<file path="config.mk">
export PLATFORM = sky130hd
export DESIGN_NAME = adc_axi_stream_slave_flat
export DESIGN_NICKNAME = d
export VERILOG_FILES = /design/src/rtl/adc_axi_stream_slave_if.sv /design/src/rtl/adc_axi_stream_slave.sv /design/src/flat_wrapper.sv
export SDC_FILE = /design/constraint.sdc
export NUM_CORES = 1
export LEC_CHECK = 0
export ABC_CLOCK_PERIOD_IN_PS = 4900
export BUFFER_PORTS_ARGS = -buffer_cell sky130_fd_sc_hd__clkbuf_2
export CAP_MARGIN = 15
export CORE_ASPECT_RATIO = 0.8
export CORE_MARGIN = 3
export CORE_UTILIZATION = 49
export CTS_BUF_LIST = sky130_fd_sc_hd__clkbuf_4 sky130_fd_sc_hd__clkbuf_8 sky130_fd_sc_hd__clkbuf_16
export CTS_CLUSTER_SIZE = 40
export DETAILED_ROUTE_END_ITERATION = 10
export GPL_TIMING_DRIVEN = 0
export HOLD_SLACK_MARGIN = 0.02
export PLACE_DENSITY = 0.69
export SYNTH_ARGS = -nofsm -noshare
export SYNTH_HDL_FRONTEND = slang
export SYNTH_SLANG_ARGS = --single-unit
</file>
<file path="constraint.sdc">
create_clock -name ACLK -period 4.9 [get_ports ACLK]
set_clock_uncertainty 0.05 [all_clocks]
set_input_delay 0.245 -clock ACLK [delete_from_list [all_inputs] [get_ports ACLK]]
set_output_delay 0.245 -clock ACLK [all_outputs]
set_load 0.05 [all_outputs]
</file>
<file path="src/rtl/adc_axi_stream_slave_if.sv">
`default_nettype none
// ============================================================================
// Module      : adc_axi_stream_slave_if
// Description : AXI-Stream beat bundle between an RF-ADC tile (master) and
//               the capture slave.
//               Members:
//                 TDATA  - sample beat (16-bit I + 16-bit Q at DATA_W=32)
//                 TVALID - beat valid
//                 TREADY - slave ready (the capture slave ties it high)
//                 TKEEP  - byte enables (unused by the capture slave)
//                 TLAST  - packet end (unused, the ADC stream is continuous)
// Revision    : 1.0 - initial release
// ============================================================================
interface adc_axi_stream_slave_if #(
  parameter int DATA_W = 32
);

  logic [DATA_W-1:0]   TDATA;
  logic                TVALID;
  logic                TREADY;
  logic [DATA_W/8-1:0] TKEEP;
  logic                TLAST;

  modport master (
    output TDATA,
    output TVALID,
    output TKEEP,
    output TLAST,
    input  TREADY
  );

  modport slave (
    input  TDATA,
    input  TVALID,
    input  TKEEP,
    input  TLAST,
    output TREADY
  );

endinterface
`default_nettype wire

</file>
<file path="src/rtl/adc_axi_stream_slave.sv">
`default_nettype none
// ============================================================================
// Module      : adc_axi_stream_slave
// Description : Captures a trigger-aligned window of cap_len ADC beats into a
//               first-word-fall-through FIFO and hands it to the readout
//               engine over a valid/ready handshake, tagging the final beat.
//               The ADC side is never back-pressured; beats that find the
//               FIFO full are dropped and flagged in a sticky overflow bit.
// Ports       :
//   ACLK        in   ADC stream clock
//   ARESETN     in   asynchronous, active-low reset
//   S           if   AXI-Stream slave (TDATA/TVALID/TREADY/TKEEP/TLAST)
//   cap_start   in   one-cycle capture trigger
//   cap_len     in   window length in beats, sampled with cap_start
//   busy        out  high while a window is capturing or draining
//   done        out  one-cycle pulse once the window has fully drained
//   samp_out    out  sample to the readout engine
//   samp_valid  out  samp_out valid
//   samp_ready  in   readout engine accepts samp_out
//   samp_last   out  final stored sample of the window
//   overflow    out  sticky, set when a window beat is dropped
//   ovf_clr     in   clears overflow (a same-cycle drop wins)
//   fifo_level  out  FIFO occupancy after the previous edge
// Revision    : 1.0 - initial release
// ============================================================================
module adc_axi_stream_slave #(
  parameter int DATA_W     = 32,
  parameter int FIFO_DEPTH = 16,
  parameter int LEN_W      = 16
) (
  input  wire logic                          ACLK,
  input  wire logic                          ARESETN,
  adc_axi_stream_slave_if.slave              S,
  input  wire logic                          cap_start,
  input  wire logic [LEN_W-1:0]              cap_len,
  output logic                               busy,
  output logic                               done,
  output logic [DATA_W-1:0]                  samp_out,
  output logic                               samp_valid,
  input  wire logic                          samp_ready,
  output logic                               samp_last,
  output logic                               overflow,
  input  wire logic                          ovf_clr,
  output logic [$clog2(FIFO_DEPTH):0]        fifo_level
);

  // --------------------------------------------------------------------------
  // Constants
  // --------------------------------------------------------------------------
  localparam int c_PTR_W = $clog2(FIFO_DEPTH);
  localparam int c_CNT_W = c_PTR_W + 1;

  localparam logic [c_CNT_W-1:0] c_DEPTH   = c_CNT_W'(FIFO_DEPTH);
  localparam logic [LEN_W-1:0]   c_LEN_ONE = LEN_W'(1);

  localparam logic [1:0] c_ST_IDLE    = 2'd0;
  localparam logic [1:0] c_ST_CAPTURE = 2'd1;
  localparam logic [1:0] c_ST_DRAIN   = 2'd2;

  // --------------------------------------------------------------------------
  // Declarations
  // --------------------------------------------------------------------------
  logic [1:0]          r_state;
  logic [1:0]          w_state_nxt;

  logic [LEN_W-1:0]    r_remaining;

  // Each entry holds {last_tag, sample}.
  logic [DATA_W:0]     r_mem [FIFO_DEPTH];
  logic [c_PTR_W-1:0]  r_wr_ptr;
  logic [c_PTR_W-1:0]  r_rd_ptr;
  logic [c_CNT_W-1:0]  r_count;
  logic                r_overflow;

  logic                w_beat;
  logic                w_last_beat;
  logic                w_empty;
  logic                w_full;
  logic                w_pop;
  logic                w_push;
  logic                w_drop;
  logic [DATA_W:0]     w_rd_word;
  logic                w_unused_ok;

  // The ADC is never stalled; ready simply follows reset release.
  assign S.TREADY = ARESETN;

  // Byte enables and packet end carry no meaning on a continuous ADC stream.
  assign w_unused_ok = ^{S.TKEEP, S.TLAST};

  // --------------------------------------------------------------------------
  // Handshake qualifiers
  // --------------------------------------------------------------------------
  assign w_beat      = S.TVALID && (r_state == c_ST_CAPTURE);
  assign w_last_beat = w_beat && (r_remaining == c_LEN_ONE);

  assign w_empty = (r_count == '0);
  assign w_full  = (r_count == c_DEPTH);
  assign w_pop   = !w_empty && samp_ready;

  // A full FIFO still accepts a beat when the head leaves in the same cycle:
  // the freed slot is the one being written.
  assign w_push = w_beat && (!w_full || w_pop);
  assign w_drop = w_beat && w_full && !w_pop;

  // --------------------------------------------------------------------------
  // FSM: state register
  // --------------------------------------------------------------------------
  always_ff @(posedge ACLK or negedge ARESETN) begin
    if (!ARESETN) begin
      r_state <= c_ST_IDLE;
    end else begin
      r_state <= w_state_nxt;
    end
  end

  // --------------------------------------------------------------------------
  // FSM: next-state logic
  // --------------------------------------------------------------------------
  always_comb begin
    w_state_nxt = r_state;
    case (r_state)
      c_ST_IDLE: begin
        if (cap_start) begin
          // A zero-length window skips capture and completes via DRAIN.
          w_state_nxt = (cap_len != '0) ? c_ST_CAPTURE : c_ST_DRAIN;
        end
      end
      c_ST_CAPTURE: begin
        // Leaves on the final window beat whether it was stored or dropped.
        if (w_last_beat) begin
          w_state_nxt = c_ST_DRAIN;
        end
      end
      c_ST_DRAIN: begin
        if (w_empty) begin
          w_state_nxt = c_ST_IDLE;
        end
      end
      default: begin
        w_state_nxt = c_ST_IDLE;
      end
    endcase
  end

  // --------------------------------------------------------------------------
  // FSM: outputs
  // --------------------------------------------------------------------------
  always_comb begin
    busy = 1'b0;
    done = 1'b0;
    case (r_state)
      c_ST_CAPTURE: begin
        busy = 1'b1;
      end
      c_ST_DRAIN: begin
        busy = 1'b1;
        // DRAIN exits the cycle after it sees empty, so this is one cycle.
        done = w_empty;
      end
      default: begin
        busy = 1'b0;
        done = 1'b0;
      end
    endcase
  end

  // --------------------------------------------------------------------------
  // Window counter
  // --------------------------------------------------------------------------
  // Every beat in CAPTURE counts, dropped or not, so the window end stays
  // locked to the trigger. cap_start is only honoured in IDLE.
  always_ff @(posedge ACLK or negedge ARESETN) begin
    if (!ARESETN) begin
      r_remaining <= '0;
    end else if ((r_state == c_ST_IDLE) && cap_start) begin
      r_remaining <= cap_len;
    end else if (w_beat) begin
      r_remaining <= r_remaining - c_LEN_ONE;
    end
  end

  // --------------------------------------------------------------------------
  // FIFO storage (data only, no reset needed: pointers define validity)
  // --------------------------------------------------------------------------
  always_ff @(posedge ACLK) begin
    if (w_push) begin
      r_mem[r_wr_ptr] <= {w_last_beat, S.TDATA};
    end
  end

  // --------------------------------------------------------------------------
  // FIFO pointers and occupancy
  // --------------------------------------------------------------------------
  always_ff @(posedge ACLK or negedge ARESETN) begin
    if (!ARESETN) begin
      r_wr_ptr <= '0;
      r_rd_ptr <= '0;
      r_count  <= '0;
    end else begin
      if (w_push) begin
        r_wr_ptr <= r_wr_ptr + c_PTR_W'(1);
      end
      if (w_pop) begin
        r_rd_ptr <= r_rd_ptr + c_PTR_W'(1);
      end
      case ({w_push, w_pop})
        2'b10:   r_count <= r_count + c_CNT_W'(1);
        2'b01:   r_count <= r_count - c_CNT_W'(1);
        default: r_count <= r_count;
      endcase
    end
  end

  // --------------------------------------------------------------------------
  // Sticky overflow: a drop in the same cycle as a clear keeps the flag set.
  // --------------------------------------------------------------------------
  always_ff @(posedge ACLK or negedge ARESETN) begin
    if (!ARESETN) begin
      r_overflow <= 1'b0;
    end else if (w_drop) begin
      r_overflow <= 1'b1;
    end else if (ovf_clr) begin
      r_overflow <= 1'b0;
    end
  end

  // --------------------------------------------------------------------------
  // Read side: the head entry falls through straight from storage flops, so
  // it holds steady while the consumer stalls. Outputs are forced quiet when
  // empty because storage content is undefined after reset.
  // --------------------------------------------------------------------------
  assign w_rd_word  = r_mem[r_rd_ptr];
  assign samp_valid = !w_empty;
  assign samp_out   = w_empty ? '0 : w_rd_word[DATA_W-1:0];
  assign samp_last  = !w_empty && w_rd_word[DATA_W];

  assign overflow   = r_overflow;
  assign fifo_level = r_count;

endmodule
`default_nettype wire

</file>
<file path="src/flat_wrapper.sv">
// flat-port wrapper written by rule: the top's interface ports become plain ports
module adc_axi_stream_slave_flat 
#(
  parameter int DATA_W     = 32,
  parameter int FIFO_DEPTH = 16,
  parameter int LEN_W      = 16
)
  (ACLK, ARESETN, cap_start, cap_len, busy, done, samp_out, samp_valid, samp_ready, samp_last, overflow, ovf_clr, fifo_level, S_TDATA, S_TVALID, S_TKEEP, S_TLAST, S_TREADY);
  adc_axi_stream_slave_if #(.DATA_W(DATA_W)) S_i ();
  input  wire logic ACLK;
  input  wire logic ARESETN;
  input  wire logic cap_start;
  input  wire logic [LEN_W-1:0] cap_len;
  output logic busy;
  output logic done;
  output logic [DATA_W-1:0] samp_out;
  output logic samp_valid;
  input  wire logic samp_ready;
  output logic samp_last;
  output logic overflow;
  input  wire logic ovf_clr;
  output logic [$clog2(FIFO_DEPTH):0] fifo_level;
  input wire logic [$bits(S_i.TDATA)-1:0] S_TDATA;
  input wire logic [$bits(S_i.TVALID)-1:0] S_TVALID;
  input wire logic [$bits(S_i.TKEEP)-1:0] S_TKEEP;
  input wire logic [$bits(S_i.TLAST)-1:0] S_TLAST;
  output wire logic [$bits(S_i.TREADY)-1:0] S_TREADY;
  assign S_i.TDATA = S_TDATA;
  assign S_i.TVALID = S_TVALID;
  assign S_i.TKEEP = S_TKEEP;
  assign S_i.TLAST = S_TLAST;
  assign S_TREADY = S_i.TREADY;
  adc_axi_stream_slave #(.DATA_W(DATA_W), .FIFO_DEPTH(FIFO_DEPTH), .LEN_W(LEN_W)) u_core (.ACLK(ACLK), .ARESETN(ARESETN), .S(S_i), .cap_start(cap_start), .cap_len(cap_len), .busy(busy), .done(done), .samp_out(samp_out), .samp_valid(samp_valid), .samp_ready(samp_ready), .samp_last(samp_last), .overflow(overflow), .ovf_clr(ovf_clr), .fifo_level(fifo_level));
endmodule
</file>
==> flow_summary.yaml <==
run_status:
  run_status: "finished, final reports clean"
sta:
  timing.fmax_mhz: 270
  finalWorstSetupSlack_ps: 1200
  final-hold-violation-count: 0
  rsz0062_at_grt: "no"
  maxSlewHeadroom: 0.278
  finalCriticalPeriod_ps: 3700
  transition_time_at_the_pin_with_the_least_slew_margin_ps: 1080
  finalSetupViolations: 0
  timing_max_transition_violations_final: 0
  post-route-period-util: 0.756
clock_network:
  clkLatencyLatePin_ps: 580
  tritoncts: "done"
  tritoncts_num_sinks: 560
  post-cts-setup-buffer-count: 0
  cts-root-buf: "clkbuf_16"
  htree_levels: 2
  cts.reportedPaths.clkPinSlew_ps: 70
  cts.path.max_buffers: 3
  cts_buffer_count: 54
finish:
  multi_input_comb_area_sq_um: 5170
  finish.cell_count_without_fillers: 1880
  register_area_sq_um: 16700
  final_core_utilization: 0.589
  fillerInstances: 3123
  area_growth_syn_to_layout_pct: 16.9
  drive_above_1_share: 0.304
  numnets_final: 1312
critical_path:
  worst-r2r-cell-count: 8
  required_time_of_the_worst_setup_path_ps: 4610
  register_to_register_setup_slack_ps: 1320
  worst-endpoint-arrival_ps: 3410
  critPathCaptureType: "primary output"
  crit-reg2reg-capture: "u_core.r_mem[15][25]$_DFFE_PP_"
  capturing_instance_or_port_of_the_critical_path: "samp_last"
  crit_path_start_kind: "flip-flop"
  timing.rr.start: "u_core.r_state[1]$_DFFE_PN0P_"
  cp-startpoint: "u_core.r_rd_ptr[1]$_DFFE_PN0P_"
  cp_max_fo: 10
  critical_path_class: "reg -> out"
synthesis:
  muxShareOfSynthArea: 0.166
  synthesized_netlist_net_count: 1118
  synth_compound_area_frac: 0.0233
  yosysTopAreaCellShare: 0.718
  async_reset_ff_frac: 0.0571
  synthDistinctLibCells: 56
  post_synth_xor_area_fraction: 0.00793
  synth_cells: 1047
  synth-warning-count: 0
  synth-edff-count: 528
  dominant_combinational_cell_family_by_area_after_synthesis: "multiplexers"
  syn-mean-instance-area_sq_um: 21.1
  yosysMostFrequentCell: "edfxtp_1"
  synthFlopType: "edfxtp_1"
  post_synth_fa_ha_maj_area_fraction: 0.00680
  synthTopCellsByCount: "528 x edfxtp_1, 132 x mux4_2, 67 x mux2i_1"
  netlist.top_cell.by_area: "edfxtp_1"
  fraction_of_the_mapped_netlist_area_in_simple_logic_gates: 0.0278
  synth.cell_area_sq_um: 22100
  yosys-top-cells-area: "edfxtp_1 72%, mux4_2 13%, dfrtp_1 3.6%"
  synth-seq-area-share: 0.754
  number_of_flip_flops_and_latches_in_the_synthesized_netlist: 560
global_routing:
  grt_max_degree: 34
  grt.overflow.total: 0
  grt_first_pass_wirelength_mm: 73.1
  number_of_antenna_violations_at_the_first_check_in_global_routing: 1
  grt.total_usage: 0.206
  grt_pass1_vias: 11300
floorplan:
  die_h_um: 196
  die-width_um: 243
  die_area_sq_um: 47700
  core_area_sq_um: 43800
  initial_core_util: 0.504
  io-pin-count: 102
  rows: 68
pwr:
  comb_power_share: 0.345
  pwr-share-clk: 0.282
  worst_ir_drop_on_vdd_uv: 430
  power_frac_seq: 0.373
  cellLeakagePower_uw: 0.00864
  switching_share_of_power: 0.347
  internal_power_contribution_uw: 9880
  power_per_cell_area_nw_per_um2: 586
  totalPowerFinal_uw: 15100
  p_sw_uw: 5260
route:
  routed_length_per_placed_instance_um: 25.8
  via_count: 11100
  dr.first_iter.drc_count: 1071
  drtAntennaViolNets: 0
  first_pass_iters: 5
  route.met3.wl_mm: 3.08
  wl_met1_mm: 21.9
  remaining_drc_errors: 0
  drt_wl_total_mm: 48.4
  top_signal_layer_used: "met4"
  via_per_inst: 5.90
  detailroute.wirelength.met2_mm: 22.8
placement:
  numPortBuffers: 94
  dp_cells: 1752
  dpl_worst_slack_ps: 1310
  hpwlAfterDp_mm: 29.3
  routabilityCongestion: 0.772
job:
  cap_viol_max_count: 0
hold_path:
  min-delay-path-class: "in -> reg"
how the worst min path moves through the flow:
stage	endpoint	cells after the start	slack [ps]	startpoint
2_1_floorplan	u_core.fifo_level[0]$_DFFE_PN0P_	0	-100	ARESETN
3_3_place_gp	u_core.fifo_level[0]$_DFFE_PN0P_	1	360	ARESETN
3_5_place_dp	u_core.fifo_level[1]$_DFFE_PN0P_	1	370	ARESETN
4_1_cts	u_core.r_mem[7][10]$_DFFE_PP_	1	20	S_TDATA[10]
5_1_grt	u_core.r_mem[7][10]$_DFFE_PP_	1	40	S_TDATA[10]
6_report	u_core.r_mem[0][0]$_DFFE_PP_	1	30	S_TDATA[0]
kinds of logic (layout without fill, tap and decap cells):
logic type | count (synthesis) | count (layout)
compound gates | 79 | 79
xor+xnor | 20 | 20
fa+ha+maj | 12 | 12
buf+inv | 70 | 307
flops | 560 | 560
mux | 202 | 202
other cells | 0 | 1
simple gates | 104 | 104
layout make-up:
cell class | count | share of cell area
flip-flops and latches | 560 | 0.645
multi-input cells | 417 | 0.200
clock buffers | 66 | 0.0565
repair buffers | 138 | 0.0429
well taps | 595 | 0.0288
clock inverters | 33 | 0.0147
plain buffers | 55 | 0.00954
inverters | 15 | 0.00218
diodes | 1 | 0.0000969
per-layer routing:
layer,global-route usage,vias to the layer above
li1,-,4755
met1,0.312,5920
met2,0.319,350
met3,0.0363,70
met4,0.0427,0
met5,0,-
through the flow:
step | instance area (sq um) | TNS, ps | hold WS [ps]
3_3_place_gp | 23300 | -84760 | 364
6_report | 25800 | 0 | 30.3
2_1_floorplan | 22100 | 0 | -101
4_1_cts | 25800 | 0 | 20.0
3_5_place_dp | 23700 | 0 | 373
5_1_grt | 25800 | 0 | 36.7
layout by cell type, fill, tap and decap left out, types with 15 or more instances in the layout:
cell,count
buf_2,29
clkbuf_1,24
clkbuf_16,55
clkbuf_2,94
dfrtp_1,32
dlygate4sd3_1,28
edfxtp_1,528
inv_1,15
mux2i_1,67
mux4_2,132
nor2_1,27
o22ai_1,33
critical path, stage by stage, from the launching register on:
cell	delay [ps]
dfrtp_1	330
buf_2	240
buf_2	360
clkbuf_1	690
mux4_2	350
mux2i_1	80
o22ai_1	410
clkbuf_2	360
state kept, by name, indices dropped and copies added (netlist names):
register / cells
u_core.r_state: 2
u_core.r_rd_ptr: 4
u_core.r_wr_ptr: 4
u_core.overflow: 1
u_core.r_remaining: 16
u_core.fifo_level: 5
u_core.r_mem: 528
repair_timing:
item                                   CTS  global route
hold buffers                            28             0
endpoints found under the hold margin  193             0
resized for setup                        0             0
setup endpoints to repair                0             0
power by group through the flow:
stage	Clock, uW	Sequential [uW]	Combinational [uW]
2_1_floorplan	0	5790	3770
3_3_place_gp	0	5740	5150
3_5_place_dp	0	5750	5250
4_1_cts	4340	5650	5280
5_1_grt	4550	5680	5560
6_report	4270	5650	5220
(Power assumes the default switching activity.)
